`src/rtl/ram_access_sequencer.sv`:
```
// ram_access_sequencer: valid/ready command front-end that sequences setup/strobe/hold
// cycles on an asynchronous SRAM port (active-low enable/write) and streams read beats back.
// Optional write-verify read-back is compiled in with `define RAM_SEQ_VERIFY_EN.
module ram_access_sequencer #(
   parameter int ADDR_W = 16,
   parameter int DATA_W = 8,
   parameter int LEN_W  = 8,
   parameter int WAIT   = 0
)(
   input  logic              clk,
   input  logic              rst,
   input  logic              i_cmd_valid,
   output logic              o_cmd_ready,
   input  logic              i_cmd_write,
   input  logic [ADDR_W-1:0] i_cmd_addr,
   input  logic [LEN_W-1:0]  i_cmd_len,
   input  logic              i_wr_valid,
   output logic              o_wr_ready,
   input  logic [DATA_W-1:0] i_wr_data,
   output logic              o_rd_valid,
   input  logic              i_rd_ready,
   output logic [DATA_W-1:0] o_rd_data,
   output logic              o_busy,
   output logic              o_verify_err,
   output logic [ADDR_W-1:0] o_ram_addr,
   output logic              o_ram_enable_x,
   output logic              o_ram_write_x,
   output logic [DATA_W-1:0] o_ram_data,
   input  logic [DATA_W-1:0] i_ram_data
);
   localparam int WCNT_W = (WAIT > 0) ? $clog2(WAIT + 1) : 1;

   typedef enum logic [2:0] {
      S_IDLE, S_SETUP, S_STROBE, S_HOLD, S_RESP, S_VSTROBE, S_VHOLD
   } state_t;

   state_t              r_state, w_nstate;
   logic [ADDR_W-1:0]   r_addr, w_addr;
   logic [LEN_W-1:0]    r_cnt, w_cnt;
   logic                r_write, w_write;
   logic [WCNT_W-1:0]   r_wcnt, w_wcnt;
   logic [DATA_W-1:0]   r_wdata, w_wdata;
   logic [DATA_W-1:0]   r_rd_data, w_rd_data;
   logic                r_rd_valid, w_rd_valid;
   logic                r_wr_ready, r_cmd_ready, r_busy, r_en_x, r_we_x;
   logic                w_adv, w_strobe_done;
`ifdef RAM_SEQ_VERIFY_EN
   logic                r_verr, w_verr;
   logic [DATA_W-1:0]   r_vdata, w_vdata;
`endif

   assign w_strobe_done = (r_wcnt == WCNT_W'(WAIT));

   // Next-state and next-register values; outputs are registered from the next state
   always_comb begin
      w_nstate   = r_state;
      w_addr     = r_addr;
      w_cnt      = r_cnt;
      w_write    = r_write;
      w_wcnt     = r_wcnt;
      w_wdata    = r_wdata;
      w_rd_data  = r_rd_data;
      w_rd_valid = r_rd_valid;
      w_adv      = 1'b0;
`ifdef RAM_SEQ_VERIFY_EN
      w_verr     = r_verr;
      w_vdata    = r_vdata;
`endif
      case (r_state)
         S_IDLE: if (i_cmd_valid && r_cmd_ready) begin
            w_addr   = i_cmd_addr;
            w_cnt    = i_cmd_len;
            w_write  = i_cmd_write;
            w_wcnt   = '0;
            w_nstate = S_SETUP;
`ifdef RAM_SEQ_VERIFY_EN
            w_verr   = 1'b0;
`endif
         end
         S_SETUP: begin
            if (!r_write) w_nstate = S_STROBE;
            else if (i_wr_valid && r_wr_ready) begin
               w_wdata  = i_wr_data;
               w_nstate = S_STROBE;
            end
         end
         S_STROBE: begin
            if (w_strobe_done) begin
               w_wcnt = '0;
               if (r_write) w_nstate = S_HOLD;
               else begin
                  // async RAM output has settled by the last strobe cycle
                  w_rd_data  = i_ram_data;
                  w_rd_valid = 1'b1;
                  w_nstate   = S_RESP;
               end
            end else w_wcnt = r_wcnt + 1'b1;
         end
`ifdef RAM_SEQ_VERIFY_EN
         S_HOLD: w_nstate = S_VSTROBE;
         S_VSTROBE: begin
            if (w_strobe_done) begin
               w_wcnt   = '0;
               w_vdata  = i_ram_data;
               w_nstate = S_VHOLD;
            end else w_wcnt = r_wcnt + 1'b1;
         end
         S_VHOLD: begin
            if (r_vdata != r_wdata) w_verr = 1'b1;
            w_adv = 1'b1;
         end
`else
         S_HOLD: w_adv = 1'b1;
`endif
         S_RESP: if (i_rd_ready) begin
            w_rd_valid = 1'b0;
            w_adv      = 1'b1;
         end
         default: w_nstate = S_IDLE;
      endcase
      // beat finished: next address (wrapping) or back to idle
      if (w_adv) begin
         if (r_cnt == '0) w_nstate = S_IDLE;
         else begin
            w_addr   = r_addr + 1'b1;
            w_cnt    = r_cnt - 1'b1;
            w_nstate = S_SETUP;
         end
      end
   end

   // State and registered outputs; strobes only go low when entering a strobe state
   always_ff @(posedge clk) begin
      if (rst) begin
         r_state     <= S_IDLE;
         r_addr      <= '0;
         r_cnt       <= '0;
         r_write     <= 1'b0;
         r_wcnt      <= '0;
         r_wdata     <= '0;
         r_rd_data   <= '0;
         r_rd_valid  <= 1'b0;
         r_wr_ready  <= 1'b0;
         r_cmd_ready <= 1'b0;
         r_busy      <= 1'b0;
         r_en_x      <= 1'b1;
         r_we_x      <= 1'b1;
`ifdef RAM_SEQ_VERIFY_EN
         r_verr      <= 1'b0;
         r_vdata     <= '0;
`endif
      end else begin
         r_state     <= w_nstate;
         r_addr      <= w_addr;
         r_cnt       <= w_cnt;
         r_write     <= w_write;
         r_wcnt      <= w_wcnt;
         r_wdata     <= w_wdata;
         r_rd_data   <= w_rd_data;
         r_rd_valid  <= w_rd_valid;
         r_wr_ready  <= (w_nstate == S_SETUP) && w_write;
         r_cmd_ready <= (w_nstate == S_IDLE);
         r_busy      <= (w_nstate != S_IDLE);
         r_en_x      <= !((w_nstate == S_STROBE) || (w_nstate == S_VSTROBE));
         r_we_x      <= !((w_nstate == S_STROBE) && w_write);
`ifdef RAM_SEQ_VERIFY_EN
         r_verr      <= w_verr;
         r_vdata     <= w_vdata;
`endif
      end
   end

   assign o_cmd_ready    = r_cmd_ready;
   assign o_wr_ready     = r_wr_ready;
   assign o_rd_valid     = r_rd_valid;
   assign o_rd_data      = r_rd_data;
   assign o_busy         = r_busy;
   assign o_ram_addr     = r_addr;
   assign o_ram_enable_x = r_en_x;
   assign o_ram_write_x  = r_we_x;
   assign o_ram_data     = r_wdata;
`ifdef RAM_SEQ_VERIFY_EN
   assign o_verify_err   = r_verr;
`else
   assign o_verify_err   = 1'b0;
`endif
endmodule
```
`config.mk`:
```
export PLATFORM = sky130hd
export DESIGN_NAME = ram_access_sequencer
export DESIGN_NICKNAME = d
export VERILOG_FILES = /design/src/rtl/ram_access_sequencer.sv
export SDC_FILE = /design/constraint.sdc
export NUM_CORES = 1
export LEC_CHECK = 0
export ABC_CLOCK_PERIOD_IN_PS = 4800
export BUFFER_PORTS_ARGS = -buffer_cell sky130_fd_sc_hd__buf_2
export CAP_MARGIN = 30
export CORE_MARGIN = 10
export CORE_UTILIZATION = 54
export CTS_CLUSTER_SIZE = 28
export DETAILED_ROUTE_END_ITERATION = 12
export PLACE_DENSITY = 0.95
export SLEW_MARGIN = 20
export SYNTH_ARGS = -nofsm -noshare
export SYNTH_HDL_FRONTEND = slang
export SYNTH_SLANG_ARGS = --single-unit
```
`constraint.sdc`:
```
create_clock -name clk -period 4.8 [get_ports clk]
set_input_delay 0.72 -clock clk [delete_from_list [all_inputs] [get_ports clk]]
set_output_delay 0.72 -clock clk [all_outputs]
set_load 0.005 [all_outputs]
```
==> implementation parameters, run 1 <==
Parameter                              Value

Floorplanning
  Effective utilization at floorplan ... between 50% and 60%
  Floorplan Core Area ... 0.00469 mm2
  Die area ... 0.00800 mm2
  Die Span Y ... about 89 um
  FP Rows ... 25
  Width of the chip ... roughly 89 um
  I/O Pins ... 85

CTS
  Sinks on Clock Net ... 50
  TritonCTS clock tree ... yes
  H-tree depth ... 2
  Longest Clk Path Bufs ... 2
  Buffer cell driving the clock tree root ... sky130_fd_sc_hd__clkbuf_8
  Clock transition time at the flip-flop clock pins of the worst setup and hold paths ... 0.09 ns
  Cts repair resizes ... 0
  Post-CTS Setup Inserts ... 0
  Source-to-sink clock delay at the later pin of the worst-skew pair ... 0.31 ns
  Hold buffer count at CTS ... 0
  Clock buffers created by TritonCTS ... 5

Power
  Maximum ir drop on the vdd rail ... 0.194 mV
  Power per Cell Area ... 294 mW/mm2
  Leakage dissipation ... 0.00133 uW

Synthesis
  Most common flop cell mapped by yosys ... sky130_fd_sc_hd__dfxtp_1
  Flops & latches, synth ... 50
  Number of synthesized flops with an enable pin ... 0
  Per-instance average area after synthesis ... roughly 8.6 um2
  Post-Synth XOR/XNOR Area ... 0.337%
  Warnings, synthesis ... 0
  Combinational family with the most area after synthesis ... simple AND/OR/NAND/NOR gates
  Adder-cell share of the synthesized area ... 1.44%
  Async set-reset flop share out of synthesis ... 0%
  Synth Instances ... 302
  Simple-gate portion of the synthesized area ... 27.0%
  Number of distinct library cells after synthesis ... 58
  Share of the synthesized area in compound gates (AO/OA/AOI/OAI) ... 20.1%
  Post-synthesis cell area ... around 0.0026 mm2
  Synth Net Count ... 351
  Mux contribution to synthesized area ... 7.88%
  Fraction of the yosys area taken by sequential cells ... 38.5%

Worst setup path
  Worst Path Max Fanout ... 27
  Kind of end point of the critical path ... flop
  Setup slack on the worst flop-to-flop path ... 2.51 ns
  Setup Crit Path Kind ... flop to flop
  Critical Path RT ... 4.99 ns
  Launching element type of the critical path ... flop
  Arrival time of the worst setup path ... 2.49 ns

Layout
  Fin util ... 66.9%
  Fill cell instance count of the final layout ... 392
  Non-filler instance count after layout ... 428
  Count of antenna diodes in the layout ... 0
  Share of layout cells above drive strength 1 ... 29.4%
  Cell area after layout ... 0.00314 mm2
  Area Overhead vs Synth ... 20.5%
  Number of nets in the finished design ... about 420

Timing
  Transition time at the pin with the least slew margin ... 0.801 ns
  Final Hold Vio Count ... 0
  Number of max-slew violations in the final report ... 0
  Fmax ... 0.436 GHz
  Rel. slew slack ... 46.6%
  Setup repair after global routing missed its margin ... no
  Setup-violating endpoint count in the final report ... 0
  Final total negative setup slack ... 0 ns
  Final cycle utilization of the critical path ... 47.8%
  Clock Skews ... 0.00415 ns
  Setup ws final ... 2.51 ns
  Final min period ... roughly 2.3 ns

Placement
  Placed cell areas ... between 0.002 and 0.003 mm2
  Detailed placement HPWL ... 5120 um
  Port bufs ... 83
  Pre-CTS setup slack ... 2.03 ns
  Placed Cells ... 418
  Gpl congestion ... about 0.9

Route
  # DRC ... 0
  Antenna-violating nets left ... 0
  Detailed-route via count ... 2606
  Routed WL ... 7090 um
  Starting DRC count in detailed routing ... 156
  Number of search-and-repair iterations in the first detailed-routing pass ... 5
  Average wire length per cell after detail routing ... 16.6 um
  Routed via count divided by cell count ... roughly 6

GRT
  Overall Global Routing Usage ... 17.9%
  Number of global-route vias before repair ... 2576
  Leftover overflow at the end of global routing ... 0
  Initial antenna violation count ... 0
  Maximum number of pins on one net before global-route repair ... 60
  Wire length of the first global-routing pass ... 11500 um

Job
  Max-cap viol count ... 0

Min path
  Tightest Hold Check Type ... flop to flop

Status
  Result of the run ... finished clean
synth_stat cells (2+ instances only):
| cell | n | share of area [%] |
|---|---|---|
| sky130_fd_sc_hd__nor3_2 | 2 | 0.77 |
| sky130_fd_sc_hd__a41o_1 | 3 | 1.2 |
| sky130_fd_sc_hd__a32oi_1 | 5 | 1.7 |
| sky130_fd_sc_hd__inv_1 | 6 | 0.87 |
| sky130_fd_sc_hd__or2_2 | 2 | 0.48 |
| sky130_fd_sc_hd__o21ai_0 | 6 | 1.2 |
| sky130_fd_sc_hd__a31oi_1 | 10 | 2.4 |
| sky130_fd_sc_hd__nor3b_1 | 3 | 0.87 |
| sky130_fd_sc_hd__a311oi_1 | 2 | 0.67 |
| sky130_fd_sc_hd__and3_1 | 3 | 0.72 |
| sky130_fd_sc_hd__nand2_1 | 38 | 5.5 |
| sky130_fd_sc_hd__or4_1 | 3 | 0.87 |
| sky130_fd_sc_hd__nor4_1 | 2 | 0.48 |
| sky130_fd_sc_hd__a22oi_1 | 4 | 1.2 |
| sky130_fd_sc_hd__o22ai_1 | 8 | 1.9 |
| sky130_fd_sc_hd__dfxtp_1 | 50 | 38 |
| sky130_fd_sc_hd__o311ai_0 | 4 | 1.3 |
| sky130_fd_sc_hd__nand3_1 | 9 | 1.7 |
| sky130_fd_sc_hd__nand2b_1 | 10 | 2.4 |
| sky130_fd_sc_hd__mux2i_1 | 16 | 6.2 |
| sky130_fd_sc_hd__buf_4 | 3 | 0.87 |
| sky130_fd_sc_hd__nor3_1 | 7 | 1.3 |
| sky130_fd_sc_hd__clkbuf_1 | 11 | 1.6 |
| sky130_fd_sc_hd__a21oi_1 | 17 | 3.3 |
| sky130_fd_sc_hd__mux2_2 | 4 | 1.7 |
| sky130_fd_sc_hd__nand3b_1 | 2 | 0.58 |
| sky130_fd_sc_hd__and2_1 | 3 | 0.72 |
| sky130_fd_sc_hd__ha_1 | 3 | 1.4 |
| sky130_fd_sc_hd__nand4_1 | 7 | 1.7 |
| sky130_fd_sc_hd__nor2b_1 | 3 | 0.72 |
| sky130_fd_sc_hd__nor2_1 | 22 | 3.2 |
| sky130_fd_sc_hd__buf_2 | 7 | 1.3 |
| sky130_fd_sc_hd__or3_1 | 2 | 0.48 |
critical path, stage by stage (launching register included):
cell and delay (ns):
sky130_fd_sc_hd__dfxtp_1 0.48, sky130_fd_sc_hd__nand4bb_1 0.47, sky130_fd_sc_hd__nor2_4 0.62, sky130_fd_sc_hd__mux2i_1 0.22, sky130_fd_sc_hd__or3_1 0.38
metal layers:
metal,vias to the layer above,wire length (um),global-route usage (%)
met4,0,111,7.23
met2,108,3630,31.2
met5,-,0,0
met1,1222,2710,19.1
met3,15,636,6.47
li1,1261,-,-
cell usage in the layout, fill, tap and decap left out, types with 2 or more instances in the layout:
master,netlist,routed
sky130_fd_sc_hd__a21oi_1,17,17
sky130_fd_sc_hd__a22oi_1,4,4
sky130_fd_sc_hd__a311oi_1,2,2
sky130_fd_sc_hd__a31oi_1,10,10
sky130_fd_sc_hd__a32oi_1,5,5
sky130_fd_sc_hd__a41o_1,3,3
sky130_fd_sc_hd__and2_1,3,3
sky130_fd_sc_hd__and3_1,3,3
sky130_fd_sc_hd__buf_2,7,83
sky130_fd_sc_hd__clkbuf_8,0,5
sky130_fd_sc_hd__clkinvlp_4,0,2
sky130_fd_sc_hd__dfxtp_1,50,50
sky130_fd_sc_hd__ha_1,3,3
sky130_fd_sc_hd__inv_1,6,6
sky130_fd_sc_hd__mux2_2,4,4
sky130_fd_sc_hd__mux2i_1,16,16
sky130_fd_sc_hd__nand2_1,38,38
sky130_fd_sc_hd__nand2b_1,10,10
sky130_fd_sc_hd__nand3_1,9,9
sky130_fd_sc_hd__nand3b_1,2,2
sky130_fd_sc_hd__nand4_1,7,7
sky130_fd_sc_hd__nor2_1,22,22
sky130_fd_sc_hd__nor2b_1,3,3
sky130_fd_sc_hd__nor3_1,7,7
sky130_fd_sc_hd__nor3_2,2,2
sky130_fd_sc_hd__nor3b_1,3,3
sky130_fd_sc_hd__nor4_1,2,2
sky130_fd_sc_hd__o21ai_0,6,6
sky130_fd_sc_hd__o22ai_1,8,8
sky130_fd_sc_hd__o311ai_0,4,4
sky130_fd_sc_hd__or2_2,2,2
sky130_fd_sc_hd__or3_1,2,2
sky130_fd_sc_hd__or4_1,3,3
metrics by stage:
step | hold slack [ns] | power, uW
2_1_floorplan | 0.453 | 571
3_3_place_gp | 0.439 | 619
3_5_place_dp | 0.443 | 627
4_1_cts | 0.456 | 926
5_1_grt | 0.484 | 970
6_report | 0.456 | 921
worst paths after layout:
path	startpoint	to	cells past startpoint
hold / removal	o_rd_data[6]	o_rd_data[6]	2
setup reg to reg	r_state[2]	o_ram_write_x	4
setup / recovery	r_state[2]	o_ram_write_x	4
hold reg to reg	o_rd_data[6]	o_rd_data[6]	2
flip-flops by register name (all words and copies together) (netlist names):
register and flops:
o_ram_enable_x 1, o_rd_data 8, o_wr_ready 1, r_state 3, o_ram_write_x 1, o_ram_addr 16, r_cnt 8, o_busy 1
o_cmd_ready 1, o_rd_valid 1, r_write 1, o_ram_data 8
power breakdown:
| group | internal (uW) | switching (uW) |
|---|---|---|
| sequential | 437 | 29.4 |
| combinational | 73.3 | 82.7 |
| clock | 155 | 144 |
| total | 665 | 256 |
cells by family (layout without fill, tap and decap cells):
logic type	count (synthesis)	in the layout
AO/OA/AOI/OAI	73	73
XOR/XNOR	1	1
adder cells (fa/ha/maj)	3	3
buffers and inverters	27	99
flip-flops	50	50
multiplexers	20	20
other	1	1
AND/OR/NAND/NOR	127	127
final cells by class:
| class | instances | area (um2) | area share, % |
|---|---|---|---|
| Clock buffer | 5 | 68.8 | 2.19 |
| Clock inverter | 3 | 45.0 | 1.44 |
| Inverter | 6 | 22.5 | 0.718 |
| Multi-Input combinational cell | 225 | 1490 | 47.3 |
| Sequential cell | 50 | 1000 | 31.9 |
| Tap cell | 54 | 67.6 | 2.15 |
| Timing Repair Buffer | 85 | 447 | 14.2 |
Note: power is estimated with default switching activity, not from simulation.
==> run 2: changes to the inputs <==
--- a/config.mk
+++ b/config.mk
@@ -5,14 +5,14 @@
 export SDC_FILE = /design/constraint.sdc
 export NUM_CORES = 1
 export LEC_CHECK = 0
-export ABC_CLOCK_PERIOD_IN_PS = 4800
+export ABC_CLOCK_PERIOD_IN_PS = 1900
 export BUFFER_PORTS_ARGS = -buffer_cell sky130_fd_sc_hd__buf_2
 export CAP_MARGIN = 30
 export CORE_MARGIN = 10
-export CORE_UTILIZATION = 54
+export CORE_UTILIZATION = 46
 export CTS_CLUSTER_SIZE = 28
 export DETAILED_ROUTE_END_ITERATION = 12
-export PLACE_DENSITY = 0.95
+export PLACE_DENSITY = 0.87
 export SLEW_MARGIN = 20
 export SYNTH_ARGS = -nofsm -noshare
 export SYNTH_HDL_FRONTEND = slang
==> constraint.sdc (replaced) <==
create_clock -name clk -period 1.9 [get_ports clk]
set_input_delay 0.285 -clock clk [delete_from_list [all_inputs] [get_ports clk]]
set_output_delay 0.285 -clock clk [all_outputs]
set_load 0.005 [all_outputs]
==> implementation parameters, run 2 (synthesis gave the netlist of run 1 again) <==
Parameter                              Value

Floorplanning
  Die area ... 0.00907 mm2 (was 0.00800 mm2)
  FP Rows ... 27 (was 25)
  Effective utilization at floorplan ... 47.3% (was 55.5%)
  Width of the chip ... 95.2 um (was 89.4 um)
  Die Span Y ... 95.2 um (was 89.4 um)
  Floorplan Core Area ... 0.00551 mm2 (was 0.00469 mm2)
  I/O Pins ... 85 (unchanged)

GRT
  Initial antenna violation count ... 1 (was 0)
  Maximum number of pins on one net before global-route repair ... 36 (was 60)
  Wire length of the first global-routing pass ... 11800 um (was 11500 um)
  Leftover overflow at the end of global routing ... 0 (unchanged)
  Number of global-route vias before repair ... 2520 (was 2576)
  Overall Global Routing Usage ... 15.9% (was 17.9%)

Route
  Average wire length per cell after detail routing ... 16.2 um (was 16.6 um)
  Total met3 wirelength after detailed routing ... 744 um (was 636 um)
  Detailed-route via count ... 2671 (was 2606)
  DR WL met2 ... 3730 um (was 3630 um)
  Number of search-and-repair iterations in the first detailed-routing pass ... 5 (unchanged)
  Starting DRC count in detailed routing ... 188 (was 156)
  Highest metal layer with signal wires ... met4 (unchanged)
  Antenna-violating nets left ... 0 (unchanged)
  # DRC ... 0 (unchanged)
  Routed via count divided by cell count ... 5.78 (was 6.09)
  Routed WL ... 7500 um (was 7090 um)
  Met1 wire length ... 2970 um (was 2710 um)

Timing
  Transition time at the pin with the least slew margin ... 0.605 ns (was 0.801 ns)
  Fmax ... 0.563 GHz (was 0.436 GHz)
  Number of max-slew violations in the final report ... 0 (unchanged)
  Setup repair after global routing missed its margin ... no (unchanged)
  Clock Skews ... 0.00809 ns (was 0.00415 ns)
  Final cycle utilization of the critical path ... 93.5% (was 47.8%)
  Setup-violating endpoint count in the final report ... 0 (unchanged)
  Final min period ... 1.78 ns (was 2.29 ns)
  Rel. slew slack ... 59.7% (was 46.6%)
  Final Hold Vio Count ... 0 (unchanged)

Worst setup path
  Setup Crit Path Kind ... flop to flop (unchanged)
  Arrival time of the worst setup path ... 2.02 ns (was 2.49 ns)
  Worst Path Max Fanout ... 8 (was 27)
  Delay of the slowest cell on the worst path ... 0.35 ns (was 0.62 ns)
  Critical-path cell list ... inv_2, ha_2, nor4b_4, a22o_4, buf_6, mux2_2, o22ai_1 (was nand4bb_1, nor2_4, mux2i_1, or3_1)
  Critical Path RT ... 2.14 ns (was 4.99 ns)
  Critical path's top delay family ... flip-flops (was simple AND/OR/NAND/NOR gates)
  Launching element type of the critical path ... flop (unchanged)
  Cell with the largest stage delay on the worst path ... sky130_fd_sc_hd__dfxtp_2 (was sky130_fd_sc_hd__nor2_4)
  Kind of end point of the critical path ... flop (unchanged)
  Buffers plus inverters on the worst setup path ... 2 (was 0)

Layout
  Fill cell instance count of the final layout ... 472 (was 392)
  Count of antenna diodes in the layout ... 0 (unchanged)
  Number of flip-flops in the largest register ... 16 (unchanged)
  Share of layout cells above drive strength 1 ... 33.6% (was 29.4%)
  Most common cell after layout, fill and taps aside ... sky130_fd_sc_hd__buf_2 (unchanged)
  Non-filler instance count after layout ... 462 (was 428)
  Fin util ... 59.7% (was 66.9%)
  Number of nets in the finished design ... 438 (was 422)
  Commonest non-fill, non-tap cells in the layout ... sky130_fd_sc_hd__buf_2, sky130_fd_sc_hd__dfxtp_1, sky130_fd_sc_hd__nand2_1 (unchanged)
  Area Overhead vs Synth ... 26.2% (was 20.5%)

Placement
  Gpl congestion ... 0.884 (about the same)
  Port bufs ... 83 (unchanged)
  Placed Cells ... 452 (was 418)
  Detailed placement HPWL ... 5500 um (was 5120 um)

Power
  Leakage dissipation ... 0.00142 uW (was 0.00133 uW)
  Power per Cell Area ... 725 mW/mm2 (was 294 mW/mm2)
  Post-route total power ... 2380 uW (was 921 uW)
  Maximum ir drop on the vdd rail ... 0.493 mV (was 0.194 mV)

CTS
  Sinks on Clock Net ... 50 (unchanged)
  Source-to-sink clock delay at the later pin of the worst-skew pair ... 0.31 ns (about the same)
  Clock transition time at the flip-flop clock pins of the worst setup and hold paths ... 0.09 ns (about the same)
  Clock buffers created by TritonCTS ... 5 (unchanged)
  H-tree depth ... 2 (unchanged)
  TritonCTS clock tree ... yes (unchanged)
  Longest Clk Path Bufs ... 2 (unchanged)
  Buffer cell driving the clock tree root ... sky130_fd_sc_hd__clkbuf_8 (unchanged)

Min path
  Tightest Hold Check Type ... input port to flop (was flop to flop)

Job
  Max-cap viol count ... 0 (unchanged)

Status
  Result of the run ... finished clean (unchanged)
==> run 2: changes by cell type in the layout (fill, tap and decap cells not counted), moves of 2 or more <==
| cell | before | now |
|---|---|---|
| sky130_fd_sc_hd__buf_4 | 0 | 16 |
| sky130_fd_sc_hd__clkinvlp_4 | 2 | 0 |
| sky130_fd_sc_hd__dfxtp_1 | 50 | 48 |
| sky130_fd_sc_hd__dfxtp_2 | 0 | 2 |
==> run 2: final cells by class <==
type / count / area [um2] / share of cell area (%)
Tap cell: 72 / 90.1 / 2.74
Sequential cell: 50 / 1000 / 30.5
Inverter: 6 / 22.5 / 0.685
Timing Repair Buffer: 101 / 558 / 17.0
Clock inverter: 3 / 43.8 / 1.33
Clock buffer: 5 / 68.8 / 2.09
Multi-Input combinational cell: 225 / 1500 / 45.6
==> run 2: path summary, 6_finish.rpt <==
path | start | end | slack, ns | cells past startpoint
worst max register to register | r_cnt[0] | o_ram_addr[2] | 0.12 | 7
worst min register to register | o_rd_data[3] | o_rd_data[3] | 0.46 | 2
worst max-delay path | r_cnt[0] | o_ram_addr[2] | 0.12 | 7
worst min-delay path | i_wr_data[5] | o_ram_data[5] | 0.20 | 3
==> run 2: worst reg2reg max path, stage by stage (launching register included) <==
cell	delay (ns)
sky130_fd_sc_hd__dfxtp_2	0.35
sky130_fd_sc_hd__inv_2	0.07
sky130_fd_sc_hd__ha_2	0.18
sky130_fd_sc_hd__nor4b_4	0.30
sky130_fd_sc_hd__a22o_4	0.22
sky130_fd_sc_hd__buf_6	0.14
sky130_fd_sc_hd__mux2_2	0.33
sky130_fd_sc_hd__o22ai_1	0.11
==> run 2: what timing repair did <==
item,4_1_cts,5_1_grt
gates resized for setup,1,8
pin swaps,0,3
hold endpoints to repair,0,0
setup endpoints to repair,2,8
hold buffers,0,0
buffers inserted,0,2
==> run 2: layer usage <==
layer / vias up / global-route usage, %
li1: 1289 / -
met1: 1237 / 19.0
met2: 136 / 25.9
met3: 9 / 6.76
met4: 0 / 3.62
met5: - / 0
==> run 2: report_power, final <==
part	leakage, uW	switching, uW	internal (uW)
Clock	0.0000585	369	395
Sequential	0.000407	65.2	1100
Combinational	0.000959	230	220
Total	0.00142	664	1720
==> run 2: per-stage QoR <==
step                      TNS, ns  setup slack (ns)  cell area [um2]  hold WS, ns
after floorplan                 0             0.166             2600        0.421
after global placement          0            0.0987             3130        0.439
after detailed placement  -0.0117           -0.0117             3130        0.451
after CTS                       0            0.0203             3250        0.193
after global routing            0            0.0125             3290        0.194
final                           0             0.123             3290        0.201
==> run 3: changes to the inputs <==
--- a/config.mk
+++ b/config.mk
@@ -8,11 +8,11 @@
 export ABC_CLOCK_PERIOD_IN_PS = 1900
 export BUFFER_PORTS_ARGS = -buffer_cell sky130_fd_sc_hd__buf_2
 export CAP_MARGIN = 30
-export CORE_MARGIN = 10
-export CORE_UTILIZATION = 46
+export CORE_UTILIZATION = 47
+export CTS_BUF_LIST = sky130_fd_sc_hd__clkbuf_8
 export CTS_CLUSTER_SIZE = 28
 export DETAILED_ROUTE_END_ITERATION = 12
-export PLACE_DENSITY = 0.87
+export PLACE_DENSITY = 0.89
 export SLEW_MARGIN = 20
 export SYNTH_ARGS = -nofsm -noshare
 export SYNTH_HDL_FRONTEND = slang
==> implementation parameters, run 3 (synthesis gave the netlist of run 1 again) <==
Parameter                              Value

Status
  Result of the run ... finished clean (unchanged)

Worst setup path
  Cell with the largest stage delay on the worst path ... sky130_fd_sc_hd__nor4b_4 (was sky130_fd_sc_hd__dfxtp_2)
  Endpoint of the lowest-slack register-to-register path ... o_ram_addr[14] (was o_ram_addr[2])
  Origin of the worst setup path ... r_cnt[0] (unchanged)
  Startpoint of the worst-slack reg-to-reg timing path ... r_cnt[0] (unchanged)
  Setup slack on the worst flop-to-flop path ... 0.04 ns (was 0.12 ns)
  Arrival time of the worst setup path ... 2.10 ns (was 2.02 ns)
  FF-to-FF path depth ... 8 (was 7)
  Critical path's top delay family ... compound AO/OA/AOI/OAI gates (was flip-flops)
  Kind of end point of the critical path ... flop (unchanged)
  Buffers plus inverters on the worst setup path ... 3 (was 2)
  Setup Crit Path Kind ... flop to flop (unchanged)
  Critical-path cell list ... inv_2, ha_2, nor4b_4, a22oi_2, buf_6, buf_12, a41o_1, a31oi_1 (was inv_2, ha_2, nor4b_4, a22o_4, buf_6, mux2_2, o22ai_1)
  Worst Path Max Fanout ... 8 (unchanged)
  Launching element type of the critical path ... flop (unchanged)
  Critical Path RT ... 2.14 ns (about the same)
  Delay of the slowest cell on the worst path ... 0.36 ns (was 0.35 ns)

Layout
  Cell area after layout ... 0.00335 mm2 (was 0.00329 mm2)
  Share of layout cells above drive strength 1 ... 33.9% (was 33.6%)
  Non-filler instance count after layout ... 465 (was 462)
  Commonest non-fill, non-tap cells in the layout ... sky130_fd_sc_hd__buf_2, sky130_fd_sc_hd__dfxtp_1, sky130_fd_sc_hd__nand2_1 (unchanged)
  Number of nets in the finished design ... 443 (was 438)
  Fill cell instance count of the final layout ... 447 (was 472)
  Most common cell after layout, fill and taps aside ... sky130_fd_sc_hd__buf_2 (unchanged)
  Number of flip-flops in the largest register ... 16 (unchanged)
  Area occupied by registers ... 0.00100 mm2 (about the same)
  Count of antenna diodes in the layout ... 0 (unchanged)
  Area Overhead vs Synth ... 28.6% (was 26.2%)
  Multi-input gate area in the final layout ... 0.00151 mm2 (was 0.00150 mm2)

GRT
  Leftover overflow at the end of global routing ... 0 (unchanged)
  Initial antenna violation count ... 0 (was 1)
  Overall Global Routing Usage ... 23.2% (was 15.9%)
  Maximum number of pins on one net before global-route repair ... 36 (unchanged)
  Wire length of the first global-routing pass ... 11300 um (was 11800 um)
  Number of global-route vias before repair ... 2467 (was 2520)

CTS
  H-tree depth ... 2 (unchanged)
  Sinks on Clock Net ... 50 (unchanged)
  Source-to-sink clock delay at the later pin of the worst-skew pair ... 0.32 ns (was 0.31 ns)
  Clock buffers created by TritonCTS ... 5 (unchanged)
  TritonCTS clock tree ... yes (unchanged)
  Buffer cell driving the clock tree root ... sky130_fd_sc_hd__clkbuf_8 (unchanged)
  Clock transition time at the flip-flop clock pins of the worst setup and hold paths ... 0.10 ns (was 0.09 ns)
  Longest Clk Path Bufs ... 2 (unchanged)

Timing
  Setup-violating endpoint count in the final report ... 0 (unchanged)
  Number of max-slew violations in the final report ... 0 (unchanged)
  Final cycle utilization of the critical path ... 97.7% (was 93.5%)
  Rel. slew slack ... 59.1% (was 59.7%)
  Final Hold Vio Count ... 0 (unchanged)
  Setup ws final ... 0.0439 ns (was 0.123 ns)
  Final total negative setup slack ... 0 ns (unchanged)
  Transition time at the pin with the least slew margin ... 0.614 ns (was 0.605 ns)
  Worst Hold Margin ... 0.191 ns (was 0.201 ns)
  Fmax ... 0.539 GHz (was 0.563 GHz)
  Final min period ... 1.86 ns (was 1.78 ns)
  Clock Skews ... 0.00939 ns (was 0.00809 ns)

Route
  Routed via count divided by cell count ... 5.66 (was 5.78)
  Average wire length per cell after detail routing ... 15.1 um (was 16.2 um)
  Antenna-violating nets left ... 0 (unchanged)
  Starting DRC count in detailed routing ... 286 (was 188)
  Detailed-route via count ... 2634 (was 2671)
  Number of search-and-repair iterations in the first detailed-routing pass ... 4 (was 5)
  Routed WL ... 7010 um (was 7500 um)
  # DRC ... 0 (unchanged)

Floorplanning
  FP Rows ... 26 (was 27)
  I/O Pins ... 85 (unchanged)
  Width of the chip ... 76.4 um (was 95.2 um)
  Floorplan Core Area ... 0.00520 mm2 (was 0.00551 mm2)
  Effective utilization at floorplan ... 50.0% (was 47.3%)
  Die area ... 0.00584 mm2 (was 0.00907 mm2)
  Die Span Y ... 76.4 um (was 95.2 um)

Placement
  Placed cell areas ... 0.00315 mm2 (was 0.00313 mm2)
  Placed Cells ... 451 (was 452)
  Pre-CTS setup slack ... 0.00571 ns (was -0.0117 ns)
  Port bufs ... 83 (unchanged)
  Detailed placement HPWL ... 4890 um (was 5500 um)
  Gpl congestion ... 0.956 (was 0.884)

Power
  Power per Cell Area ... 690 mW/mm2 (was 725 mW/mm2)
  Maximum ir drop on the vdd rail ... 0.363 mV (was 0.493 mV)
  Leakage dissipation ... 0.00145 uW (was 0.00142 uW)

Min path
  Worst hold path startpoint ... i_wr_data[4] (was i_wr_data[5])
  Worst min-delay path endpoint ... o_ram_data[4] (was o_ram_data[5])
  Depth of the worst hold-timing path ... 3 (unchanged)
  Tightest Hold Check Type ... input port to flop (unchanged)

Job
  Max-cap viol count ... 0 (unchanged)
[run 3: worst register-to-register path: cells and delay by family (launching register included)]
| kind | cells | cell delay [ns] |
|---|---|---|
| AND/OR/NAND/NOR | 1 | 0.36 |
| AO/OA/AOI/OAI | 3 | 0.50 |
| adder cells (fa/ha/maj) | 1 | 0.19 |
| buffers and inverters | 3 | 0.39 |
| flip-flops | 1 | 0.34 |
[run 3: per-layer routing]
layer	share of wire, %	vias to the layer above	GRT usage [%]
li1	-	1307	-
met1	44	1223	30.6
met2	48	96	37.3
met3	6.5	8	5.51
met4	1.1	0	7.50
met5	0	-	0
[run 3: what timing repair did]
action,CTS,global route
gates cloned,0,1
setup buffers,0,5
pin swaps,0,4
gates resized for setup,1,5
setup endpoints to repair,4,5
hold buffers,0,0
[run 3: how the worst max path moves through the flow]
stage	to	slack (ns)	depth (start not counted)
final	o_ram_addr[14]	0.04	8
after global routing	o_ram_addr[14]	-0.02	8
after CTS	o_ram_addr[10]	0.01	6
after detailed placement	o_ram_addr[7]	0.006	7
after global placement	o_ram_addr[10]	0.11	6
after floorplan	o_ram_addr[12]	0.17	6
[run 3: area by class of cell]
class	count	area share (%)
Inverter	6	0.673
Tap cell	70	2.62
Sequential cell	50	29.9
Multi-Input combinational cell	226	45.3
Timing Repair Buffer	105	18.6
Clock buffer	6	2.47
Clock inverter	2	0.486
[run 3: per-stage QoR]
step	power, uW	utilization (%)
floorplan	1440	-
global placement	1610	60.5
detailed placement	1620	60.5
CTS	2300	62.5
global route	2420	64.3
finish	2310	64.3
[run 3: report_power, final]
group | leakage, uW | switching, uW | internal, uW
Combinational | 0.000992 | 238 | 223
Clock | 0.0000478 | 382 | 300
Sequential | 0.000406 | 62.1 | 1100
